File: src/rtl/mem_port_arbiter.sv
// mem_port_arbiter: shares one variable-latency memory port between fetch (I) and data (D)
// requesters; D has fixed priority, capped by a streak limit while I is waiting.
module mem_port_arbiter #(
  parameter int DATA_WIDTH = 32,
  parameter int ADDR_WIDTH = 17,
  parameter int MAX_D_STREAK = 4
) (
  input  logic                  clk,
  input  logic                  rst,
  input  logic                  i_req,
  input  logic [ADDR_WIDTH-1:0] i_addr,
  output logic [DATA_WIDTH-1:0] i_rdata,
  output logic                  i_ready,
  input  logic                  d_req,
  input  logic                  d_we,
  input  logic [2:0]            d_size,
  input  logic [ADDR_WIDTH-1:0] d_addr,
  input  logic [DATA_WIDTH-1:0] d_wdata,
  output logic [DATA_WIDTH-1:0] d_rdata,
  output logic                  d_ready,
  output logic                  mem_req,
  output logic                  mem_we,
  output logic [2:0]            mem_size,
  output logic [ADDR_WIDTH-1:0] mem_addr,
  output logic [DATA_WIDTH-1:0] mem_wdata,
  input  logic [DATA_WIDTH-1:0] mem_rdata,
  input  logic                  mem_ready,
  output logic [1:0]            grant
);
  localparam int SW = $clog2(MAX_D_STREAK + 1);
  typedef enum logic [1:0] {IDLE, SERVE_I, SERVE_D} state_t;
  state_t state;
  logic [SW-1:0] streak;
  logic d_win, i_win;
  always_comb begin
    d_win = d_req && !(i_req && streak == SW'(MAX_D_STREAK));
    i_win = !d_win && i_req;
  end
  // A D grant with i_req high implies streak < MAX_D_STREAK, so the increment never overflows.
  always_ff @(posedge clk) begin
    if (rst) begin
      state <= IDLE;
      streak <= '0;
      mem_req <= 1'b0;
      mem_we <= 1'b0;
      mem_size <= '0;
      mem_addr <= '0;
      mem_wdata <= '0;
      grant <= 2'b00;
      i_ready <= 1'b0;
      d_ready <= 1'b0;
      i_rdata <= '0;
      d_rdata <= '0;
    end else begin
      i_ready <= 1'b0;
      d_ready <= 1'b0;
      case (state)
        IDLE: begin
          if (d_win) begin
            state <= SERVE_D;
            grant <= 2'b10;
            mem_req <= 1'b1;
            mem_we <= d_we;
            mem_size <= d_size;
            mem_addr <= d_addr;
            mem_wdata <= d_wdata;
            streak <= i_req ? streak + 1'b1 : '0;
          end else if (i_win) begin
            state <= SERVE_I;
            grant <= 2'b01;
            mem_req <= 1'b1;
            mem_we <= 1'b0;
            mem_size <= 3'b010;
            mem_addr <= i_addr;
            mem_wdata <= '0;
            streak <= '0;
          end
        end
        SERVE_I, SERVE_D: begin
          if (mem_ready) begin
            state <= IDLE;
            grant <= 2'b00;
            mem_req <= 1'b0;
            if (state == SERVE_I) begin
              i_ready <= 1'b1;
              i_rdata <= mem_rdata;
            end else begin
              d_ready <= 1'b1;
              d_rdata <= mem_rdata;
            end
          end
        end
        default: state <= IDLE;
      endcase
    end
  end
endmodule

File: config.mk
export PLATFORM = sky130hd
export DESIGN_NAME = mem_port_arbiter
export DESIGN_NICKNAME = d
export VERILOG_FILES = /design/src/rtl/mem_port_arbiter.sv
export SDC_FILE = /design/constraint.sdc
export NUM_CORES = 1
export LEC_CHECK = 0
export BUFFER_PORTS_ARGS = -buffer_cell sky130_fd_sc_hd__buf_2
export CAP_MARGIN = 20
export CELL_PAD_IN_SITES_DETAIL_PLACEMENT = 1
export CELL_PAD_IN_SITES_GLOBAL_PLACEMENT = 1
export CORE_MARGIN = 2
export CORE_UTILIZATION = 34
export CTS_CLUSTER_DIAMETER = 80
export CTS_CLUSTER_SIZE = 40
export DETAILED_ROUTE_END_ITERATION = 12
export GPL_TIMING_DRIVEN = 0
export PLACE_DENSITY_LB_ADDON = 0.1
export SYNTH_ARGS = -nofsm -noshare
export SYNTH_HDL_FRONTEND = slang
export SYNTH_SLANG_ARGS = --single-unit
File: constraint.sdc
create_clock -name clk -period 4.57 [get_ports clk]
set_input_delay 0.457 -clock clk [delete_from_list [all_inputs] [get_ports clk]]
set_output_delay 0.457 -clock clk [all_outputs]
set_load 0.02 [all_outputs]
==> impl_metrics.toml, run 1 <==
[floorplanning]
coreArea_sq_um = 13720
dieArea_sq_um = 14840
die_h_um = 121.8
rows = 43
die_w_um = 121.8
io_pins = 229
start_util = 0.3441

[sta]
slew_headroom = 0.5412
grt_setup_unrepaired = "false"
finalSetupTns_ns = 0
skew_ns = 0.008624
hold_violations = 0
min_period_ns = 2.004
finalCritPeriodShare = 0.4386
setup_violations = 0
drv_slew = 0
worstMarginPinSlew_ns = 0.6868
fmax_mhz = 498.9
hold-worst-slack_ns = 0.2888

[synth]
yosysUniqueCellTypes = 32
synth.largest_area_cell = "dfxtp_1"
yosysWarnings = 0
synth_edf_count = 0
synth_mux_area_frac = 0
async_flop_share = 0
yosys.area_share.simple = 0.2224
netlist_area_sq_um = 4721
synth_area_leaders = "dfxtp_1 54%, nand2_1 16%, a21oi_1 11%"
synth_xor_area_frac = 0
synth_common_cells = "203 x nand2_1, 127 x dfxtp_1, 104 x a21oi_1"
synth_adder_area_share = 0.01325
synth_compound_area_frac = 0.1770
synth_flop_cell = "dfxtp_1"
seq_area_frac_synth = 0.5386
syn-instance-count = 595
synth_top_family_by_area = "simple AND/OR/NAND/NOR gates"
synthDominantCellAreaShare = 0.5386
syn_area_per_cell_sq_um = 7.934
synth_nets = 707
synth_most_common_cell = "nand2_1"
synth-seq-cells = 127

[critical_path]
critPathRequiredTime_ns = 4.90
cp-start-kind = "flop"
critPathTopFamily = "buffers and inverters"
crit_top_cell = "clkbuf_1"
cp_slowest_stage_delay_ns = 0.42
worstPathCellList = "inv_1 -> ha_1 -> and3b_1 -> clkbuf_1 -> clkbuf_1 -> nand2_1 -> a21oi_1"
cp_max_fo = 10
crit_slowest_cell = "clkbuf_1"
crit_path_end_kind = "flop"
critPathBufInv = 3
critPathKind = "flop to flop"
arrival_ns = 2.33

[grt]
grt_pass1_wl_um = 24490
antenna_found_initial = 1
grtUsageMet2 = 0.3593
use_met1 = 0.2444
grt_pass1_vias = 5055
grt_max_degree = 17
grt-ovfl-total = 0
met3_usage = 0.07397
grt-busiest-layer = "met2"
grt.total_usage = 0.2116

[clock_network]
htreeDepth = 4
clockBufferDepth = 2
clock-root-buffer = "clkbuf_16"
cts_sinks = 127
cts.repair.resized = 0
cts_tree = "built"
cts_setup_buffers = 0
numCtsBuffers = 17
clk_latency_ns = 0.41
postCtsHoldBufs = 0
clk_pin_slew_ns = 0.05

[placed_design]
routabilityCongestion = 0.7345
hpwlAfterDp_um = 11880
placed_area_sq_um = 6082
port-buffer-count = 227

[route]
wire_per_inst_um = 15.31
drtIter0Drc = 166
via_per_inst = 4.861
ant_nets = 0
routed-via-count = 5031
drt_wl_total_um = 15850
drc = 0
dr.pass1.iters = 4

[job]
maxCapViolCount = 0

[cells_and_area]
fin_area_sq_um = 6631
nNetsFinal = 953
drive_gt1_frac = 0.3115
area.growth.synth_to_final_pct = 40.47

[power]
leakage_nw = 3.000
power_density_nw_per_um2 = 448.6
ir_worst_vdd_mv = 0.2084

[worst_hold_path]
hold_class = "primary input to flop"

[run_status]
outcome = "completed"
-- layout make-up --
cell class              count  area, sq um
fillers                  1769         7088
flip-flops and latches    127         2542
multi-input cells         414         1948
repair buffers            227         1136
clock buffers              26        489.2
well taps                 180        225.2
plain buffers              48        207.7
clock inverters             6        57.56
inverters                   6        22.52
diodes                      1        2.502
-- placed cells by master (no fill, tap or decap), types with 6 or more instances in the layout --
master and count:
a21oi_1 104, nand3_1 18, a311oi_1 17, inv_1 6, clkbuf_16 17, o21ai_0 21
nor2_1 21, clkbuf_1 41, nand2_1 203, buf_2 237, dfxtp_1 127
-- worst reg2reg max path, stage by stage (launching register included) --
cell      delay [ns]
dfxtp_1         0.38
inv_1           0.07
ha_1            0.38
and3b_1         0.18
clkbuf_1        0.23
clkbuf_1        0.42
nand2_1         0.12
a21oi_1         0.15
-- final timing paths --
path	start	endpoint	slack, ns	cells after the start
max	state[0]$_SDFFE_PP0P_	d_rdata[18]$_SDFFE_PP0P_	2.57	7
min	d_wdata[8]	mem_wdata[8]$_SDFFE_PP0P_	0.29	3
max reg2reg	state[0]$_SDFFE_PP0P_	d_rdata[18]$_SDFFE_PP0P_	2.57	7
min reg2reg	mem_wdata[14]$_SDFFE_PP0P_	mem_wdata[14]$_SDFFE_PP0P_	0.45	2
-- logic make-up (layout without fill, tap and decap cells) --
logic type | count (synthesis) | after routing
DFF | 127 | 127
AOI/OAI and AO/OA | 150 | 150
and+or+nand+nor | 259 | 259
other | 0 | 1
buffers and inverters | 54 | 313
adders and majority gates | 5 | 5
-- state kept, by name (all words and copies together), names as in the netlist --
signal,cells
d_rdata,32
i_rdata,32
mem_wdata,32
mem_addr,17
mem_size,3
streak,3
grant,2
state,2
d_ready,1
i_ready,1
mem_req,1
mem_we,1
-- layer usage --
| metal | part of all wire | routed length (um) | up-vias |
|---|---|---|---|
| li1 | - | - | 2473 |
| met1 | 0.42 | 6608 | 2382 |
| met2 | 0.49 | 7734 | 157 |
| met3 | 0.079 | 1254 | 19 |
| met4 | 0.016 | 248 | 0 |
| met5 | 0 | 0 | - |
-- where the power goes --
| group | switching, mW | total, mW | internal, mW |
|---|---|---|---|
| combinational | 0.328 | 0.495 | 0.167 |
| clock | 0.466 | 1.25 | 0.788 |
| sequential | 0.0386 | 1.23 | 1.19 |
| total | 0.832 | 2.98 | 2.14 |
-- through the flow --
stage	utilization	power (mW)	worst slack, ns	std cells
detailed placement	0.4433	1.749	2.461	1002
floorplan	-	1.543	3.013	595
global route	0.4834	3.117	2.333	1035
global placement	0.4433	1.730	2.553	1002
finish	0.4834	2.975	2.566	1035
CTS	0.4832	3.011	2.532	1034
(Power assumes the default switching activity.)
==> run 2: changes to the inputs <==
--- a/config.mk
+++ b/config.mk
@@ -5,12 +5,13 @@
 export SDC_FILE = /design/constraint.sdc
 export NUM_CORES = 1
 export LEC_CHECK = 0
+export ABC_AREA = 1
 export BUFFER_PORTS_ARGS = -buffer_cell sky130_fd_sc_hd__buf_2
 export CAP_MARGIN = 20
 export CELL_PAD_IN_SITES_DETAIL_PLACEMENT = 1
 export CELL_PAD_IN_SITES_GLOBAL_PLACEMENT = 1
 export CORE_MARGIN = 2
-export CORE_UTILIZATION = 34
+export CORE_UTILIZATION = 29
 export CTS_CLUSTER_DIAMETER = 80
 export CTS_CLUSTER_SIZE = 40
 export DETAILED_ROUTE_END_ITERATION = 12
==> constraint.sdc (replaced) <==
create_clock -name clk -period 1.65 [get_ports clk]
set_input_delay 0.165 -clock clk [delete_from_list [all_inputs] [get_ports clk]]
set_output_delay 0.165 -clock clk [all_outputs]
set_load 0.02 [all_outputs]
==> impl_metrics.toml, run 2 <==
[cells_and_area]
fin_area_sq_um = 7530
drive_gt1_frac = 0.3147
area.growth.synth_to_final_pct = 51.43
reg_top3 = "d_rdata: 32 flops, i_rdata: 32 flops, mem_wdata: 32 flops"
nNetsFinal = 1084
final_cell_mix = "233 x buf_2, 205 x nor2_1, 126 x dfxtp_1"
n_antenna_cell = 0
final_common_cell = "buf_2"

[floorplanning]
start_util = 0.2977
die_w_um = 134.9
die_h_um = 134.9
io_pins = 229
coreArea_sq_um = 16700
rows = 47
dieArea_sq_um = 18210

[synth]
async_flop_share = 0
syn_area_per_cell_sq_um = 7.227
synth_common_cells = "207 x nor2_1, 127 x dfxtp_1, 101 x o21ai_0"
netlist_area_sq_um = 4972
synth_flop_cell = "dfxtp_1"
yosysWarnings = 0
seq_area_frac_synth = 0.5113
synth.largest_area_cell = "dfxtp_1"
synthDominantCellAreaShare = 0.5113
synth_edf_count = 0
synth_most_common_cell = "nor2_1"
yosysUniqueCellTypes = 21
synth_area_leaders = "dfxtp_1 51%, nor2_1 16%, o21ai_0 10%"
syn-instance-count = 688
synth-seq-cells = 127
synth_nets = 800

[critical_path]
worst_r2r_endpoint = "d_rdata[2]$_SDFFE_PP0P_"
critPathKind = "flop to flop"
r2r_slack_ns = 0.11
arrival_ns = 1.84
reg2regPathDepth = 8
crit_path_end_kind = "flop"
cp-start-kind = "flop"
rr_startpoint = "state[0]$_SDFFE_PP0P_"
cp_max_fo = 10
critPathRequiredTime_ns = 1.95

[placed_design]
hpwlAfterDp_um = 12130
routabilityCongestion = 0.7440
placed_area_sq_um = 6384
port-buffer-count = 227

[grt]
grt_pass1_wl_um = 26540
grt-ovfl-total = 0
antenna_found_initial = 0
grt_pass1_vias = 5201
grt.total_usage = 0.1859
grt_max_degree = 17

[worst_hold_path]
hold_end = "d_rdata[16]$_SDFFE_PP0P_"
hold_class = "primary input to flop"
hold_depth = 3
min_from = "mem_rdata[16]"

[route]
drt_wl_total_um = 16800
dr.pass1.iters = 4
ant_nets = 0
via_per_inst = 4.341
routed-via-count = 5231
wire_per_inst_um = 13.94
drtIter0Drc = 135
drc = 0

[sta]
worstMarginPinSlew_ns = 0.4959
hold-worst-slack_ns = 0.004450
fmax_mhz = 650.9
setup_violations = 0
slew_headroom = 0.6694
finalCritPeriodShare = 0.9311
drv_slew = 0
skew_ns = 0.01170
min_period_ns = 1.536
hold_violations = 0

[job]
maxCapViolCount = 0

[clock_network]
cts_tree = "built"
numCtsBuffers = 17
clk_pin_slew_ns = 0.06
clockBufferDepth = 2
cts_sinks = 127
clk_latency_ns = 0.42
htreeDepth = 4
clock-root-buffer = "clkbuf_16"

[power]
ir_worst_vdd_mv = 0.7062
leakage_nw = 3.877
power_density_nw_per_um2 = 1377

[run_status]
outcome = "completed"
run 2: what timing repair did:
action | 4_1_cts | 5_1_grt
endpoints found under the hold margin | 35 | 0
gates cloned | 0 | 1
buffers inserted | 4 | 2
pin swaps | 2 | 4
hold buffers | 31 | 0
endpoints found under the setup margin | 96 | 116
gates resized for setup | 17 | 30
run 2: cell type report:
class,instances,area [sq um]
Buffer,42,271.5
Tap cell,220,275.3
Sequential cell,127,2544
Clock buffer,20,456.7
Multi-Input combinational cell,453,2001
Inverter,66,247.7
Timing Repair Buffer,265,1528
Fill cell,2133,9171
Clock inverter,12,206.4
run 2: how the worst max path moves through the flow:
stage	from	to	slack [ns]	cells after the start
CTS	state[1]$_SDFFE_PP0P_	i_rdata[16]$_SDFFE_PP0P_	-0.04	7
global placement	state[0]$_SDFFE_PP0P_	d_rdata[12]$_SDFFE_PP0P_	-0.36	8
floorplan	state[0]$_SDFFE_PP0P_	d_rdata[0]$_SDFFE_PP0P_	0.13	8
global route	state[0]$_SDFFE_PP0P_	d_rdata[2]$_SDFFE_PP0P_	-0.03	8
finish	state[0]$_SDFFE_PP0P_	d_rdata[2]$_SDFFE_PP0P_	0.11	8
detailed placement	state[0]$_SDFFE_PP0P_	d_rdata[20]$_SDFFE_PP0P_	-0.35	8
run 2: logic make-up after synthesis:
group	Yosys count	synth area share
buffers and inverters	108	0.09336
AND/OR/NAND/NOR	337	0.2682
adder cells (fa/ha/maj)	5	0.01258
flip-flops	127	0.5113
AO/OA/AOI/OAI	111	0.1145
run 2: layer usage:
metal | routed length, um | share of wire | vias to the layer above | track usage
met3 | 1058 | 0.063 | 20 | 0.05593
met4 | 246 | 0.015 | 0 | 0.06192
met5 | 0 | 0 | - | 0
li1 | - | - | 2711 | -
met1 | 7638 | 0.45 | 2358 | 0.2272
met2 | 7851 | 0.47 | 142 | 0.3127
run 2: report_power, final:
part / switching, mW / total (mW) / internal, mW
logic: 1.58 / 2.52 / 0.944
registers: 0.181 / 3.65 / 3.47
clock network: 1.43 / 4.20 / 2.77
total: 3.19 / 10.4 / 7.18
run 2: per-stage QoR:
| step | worst slack (ns) | util | instances | TNS, ns | power [mW] |
|---|---|---|---|---|---|
| 2_1_floorplan | 0.1255 | - | 688 | 0 | 5.191 |
| 5_1_grt | -0.02992 | 0.4509 | 1205 | -0.1689 | 10.96 |
| 6_report | 0.1137 | 0.4509 | 1205 | 0 | 10.37 |
| 3_3_place_gp | -0.3565 | 0.3822 | 1135 | -12.89 | 6.034 |
| 3_5_place_dp | -0.3503 | 0.3822 | 1135 | -13.26 | 6.068 |
| 4_1_cts | -0.04083 | 0.4455 | 1202 | -0.7889 | 10.46 |
run 2: worst max-delay path, stage by stage (launching register included):
cell and delay [ns]:
dfxtp_2 0.35, inv_1 0.08, ha_4 0.29, nand2_2 0.08, nor2_4 0.15, inv_2 0.09, clkbuf_4 0.19, nor2_1 0.13
nor2_1 0.06
==> run 3: changes to the inputs <==
--- a/config.mk
+++ b/config.mk
@@ -16,7 +16,7 @@
 export CTS_CLUSTER_SIZE = 40
 export DETAILED_ROUTE_END_ITERATION = 12
 export GPL_TIMING_DRIVEN = 0
-export PLACE_DENSITY_LB_ADDON = 0.1
+export PLACE_DENSITY_LB_ADDON = 0.15
 export SYNTH_ARGS = -nofsm -noshare
 export SYNTH_HDL_FRONTEND = slang
 export SYNTH_SLANG_ARGS = --single-unit
==> impl_metrics.toml, run 3 (synthesis results as in run 2) <==
[floorplanning]
io_pins = 229
dieArea_sq_um = 18210
start_util = 0.2977
die_w_um = 134.9
coreArea_sq_um = 16700
rows = 47
die_h_um = 134.9

[critical_path]
cp_slowest_stage_delay_ns = 0.31
cp-start-kind = "flop"
worstPathCellList = "inv_1 -> ha_2 -> nand3_4 -> nand2_4 -> inv_2 -> o21ai_4 -> buf_12 -> buf_2 -> nor2_1"
worst_r2r_endpoint = "mem_wdata[3]$_SDFFE_PP0P_"
critPathKind = "flop to flop"
r2r_slack_ns = 0.11
crit_path_end_kind = "flop"
cp_max_fo = 9
arrival_ns = 1.85
critPathRequiredTime_ns = 1.96
crit_slowest_cell = "dfxtp_1"
reg2regPathDepth = 9
rr_startpoint = "streak[0]$_SDFFE_PP0P_"

[grt]
grt.total_usage = 0.1808
antenna_found_initial = 1
grt_max_degree = 17
grt-ovfl-total = 0
grt_pass1_wl_um = 25860
grt_pass1_vias = 5164

[worst_hold_path]
min_from = "mem_rdata[4]"
hold_depth = 3
hold_class = "primary input to flop"
hold_end = "d_rdata[4]$_SDFFE_PP0P_"

[power]
ir_worst_vdd_mv = 0.6913
leakage_nw = 3.821
design_power_total_mw = 9.853
power_density_nw_per_um2 = 1331

[route]
dr.pass1.iters = 4
drc = 0
drt_wl_total_um = 16400
wire_per_inst_um = 13.64
via_per_inst = 4.310
routed-via-count = 5181
ant_nets = 0
drtIter0Drc = 178

[sta]
fmax_mhz = 647.4
skew_ns = 0.008800
finalCritPeriodShare = 0.9362
hold_violations = 0
min_period_ns = 1.545
finalSetupTns_ns = 0
setup_violations = 0
drv_slew = 0
slew_headroom = 0.6764
grt_setup_unrepaired = "false"
worstMarginPinSlew_ns = 0.4853

[cells_and_area]
final_cell_mix = "235 x buf_2, 205 x nor2_1, 126 x dfxtp_1"
drive_gt1_frac = 0.3160
fin_util = 0.4431
area.growth.synth_to_final_pct = 48.84
fin_area_sq_um = 7401
final_common_cell = "buf_2"
reg_top3 = "d_rdata: 32 flops, i_rdata: 32 flops, mem_wdata: 32 flops"
post_layout_nonfiller_instances = 1202
nNetsFinal = 1080

[placed_design]
routabilityCongestion = 0.7498
port-buffer-count = 227
hpwlAfterDp_um = 11920
placed_area_sq_um = 6384
dp_cells = 1135

[clock_network]
clock-root-buffer = "clkbuf_16"
htreeDepth = 4
cts_sinks = 127
numCtsBuffers = 17
clockBufferDepth = 2
clk_latency_ns = 0.42
cts_tree = "built"
clk_pin_slew_ns = 0.06

[run_status]
outcome = "completed"

[job]
maxCapViolCount = 0
-- run 3: changes by cell type in the layout (fill, tap and decap cells not counted), moves of 2 or more --
cell	delta
buf_2	+2
clkbuf_4	+2
clkinv_2	+2
buf_4	-4
buf_6	-3
clkbuf_2	+3
bufinv_16	-3
clkbuf_1	-2
-- run 3: layer usage --
| layer | vias to the layer above | global-route usage | routed length [um] |
|---|---|---|---|
| met5 | - | 0 | 0 |
| met4 | 0 | 0.06481 | 245 |
| met3 | 16 | 0.04467 | 893 |
| met2 | 139 | 0.2924 | 7451 |
| met1 | 2327 | 0.2348 | 7811 |
| li1 | 2699 | - | - |
-- run 3: how the worst max path moves through the flow --
| stage | startpoint | endpoint | slack, ns | depth (start not counted) |
|---|---|---|---|---|
| after floorplan | state[0]$_SDFFE_PP0P_ | d_rdata[0]$_SDFFE_PP0P_ | 0.13 | 8 |
| after global placement | state[0]$_SDFFE_PP0P_ | d_rdata[12]$_SDFFE_PP0P_ | -0.29 | 7 |
| after detailed placement | state[0]$_SDFFE_PP0P_ | d_rdata[8]$_SDFFE_PP0P_ | -0.32 | 7 |
| after CTS | state[0]$_SDFFE_PP0P_ | mem_wdata[13]$_SDFFE_PP0P_ | 0.0009 | 8 |
| after global routing | state[0]$_SDFFE_PP0P_ | d_rdata[10]$_SDFFE_PP0P_ | 0.005 | 8 |
| final | streak[0]$_SDFFE_PP0P_ | mem_wdata[3]$_SDFFE_PP0P_ | 0.11 | 9 |
-- run 3: metrics by stage --
stage               hold WS (ns)  setup WS (ns)
global placement          0.3811        -0.2889
global route             0.01534       0.005140
detailed placement        0.3866        -0.3199
CTS                    0.0008688      0.0008966
floorplan                 0.2922         0.1255
finish                   0.01245         0.1053
-- run 3: cell type report --
class,count,area (sq um)
Tap cell,220,275.3
Fill cell,2140,9300
Sequential cell,127,2544
Clock buffer,20,456.7
Inverter,66,247.7
Buffer,42,261.5
Clock inverter,12,133.9
Multi-Input combinational cell,453,2003
Timing Repair Buffer,261,1476
Antenna cell,1,2.502
-- run 3: worst max-delay path, delay by kind of cell, from the launching register on --
family	cells	cell delay, ns
buf+inv	4	0.47
flops	1	0.31
simple gates	3	0.30
fa+ha+maj	1	0.21
compound gates	1	0.15
-- run 3: repair_timing --
item	4_1_cts	5_1_grt
endpoints found under the setup margin	94	116
gates cloned	0	2
hold buffers	30	0
pin swaps	2	2
gates resized for setup	18	24
hold endpoints to repair	30	0
setup buffers	1	1
-- run 3: power breakdown --
group          switching, mW  internal, mW  leakage [nW]
combinational           1.57         0.907          2.49
clock                   1.42          2.31         0.287
sequential             0.178          3.47          1.04
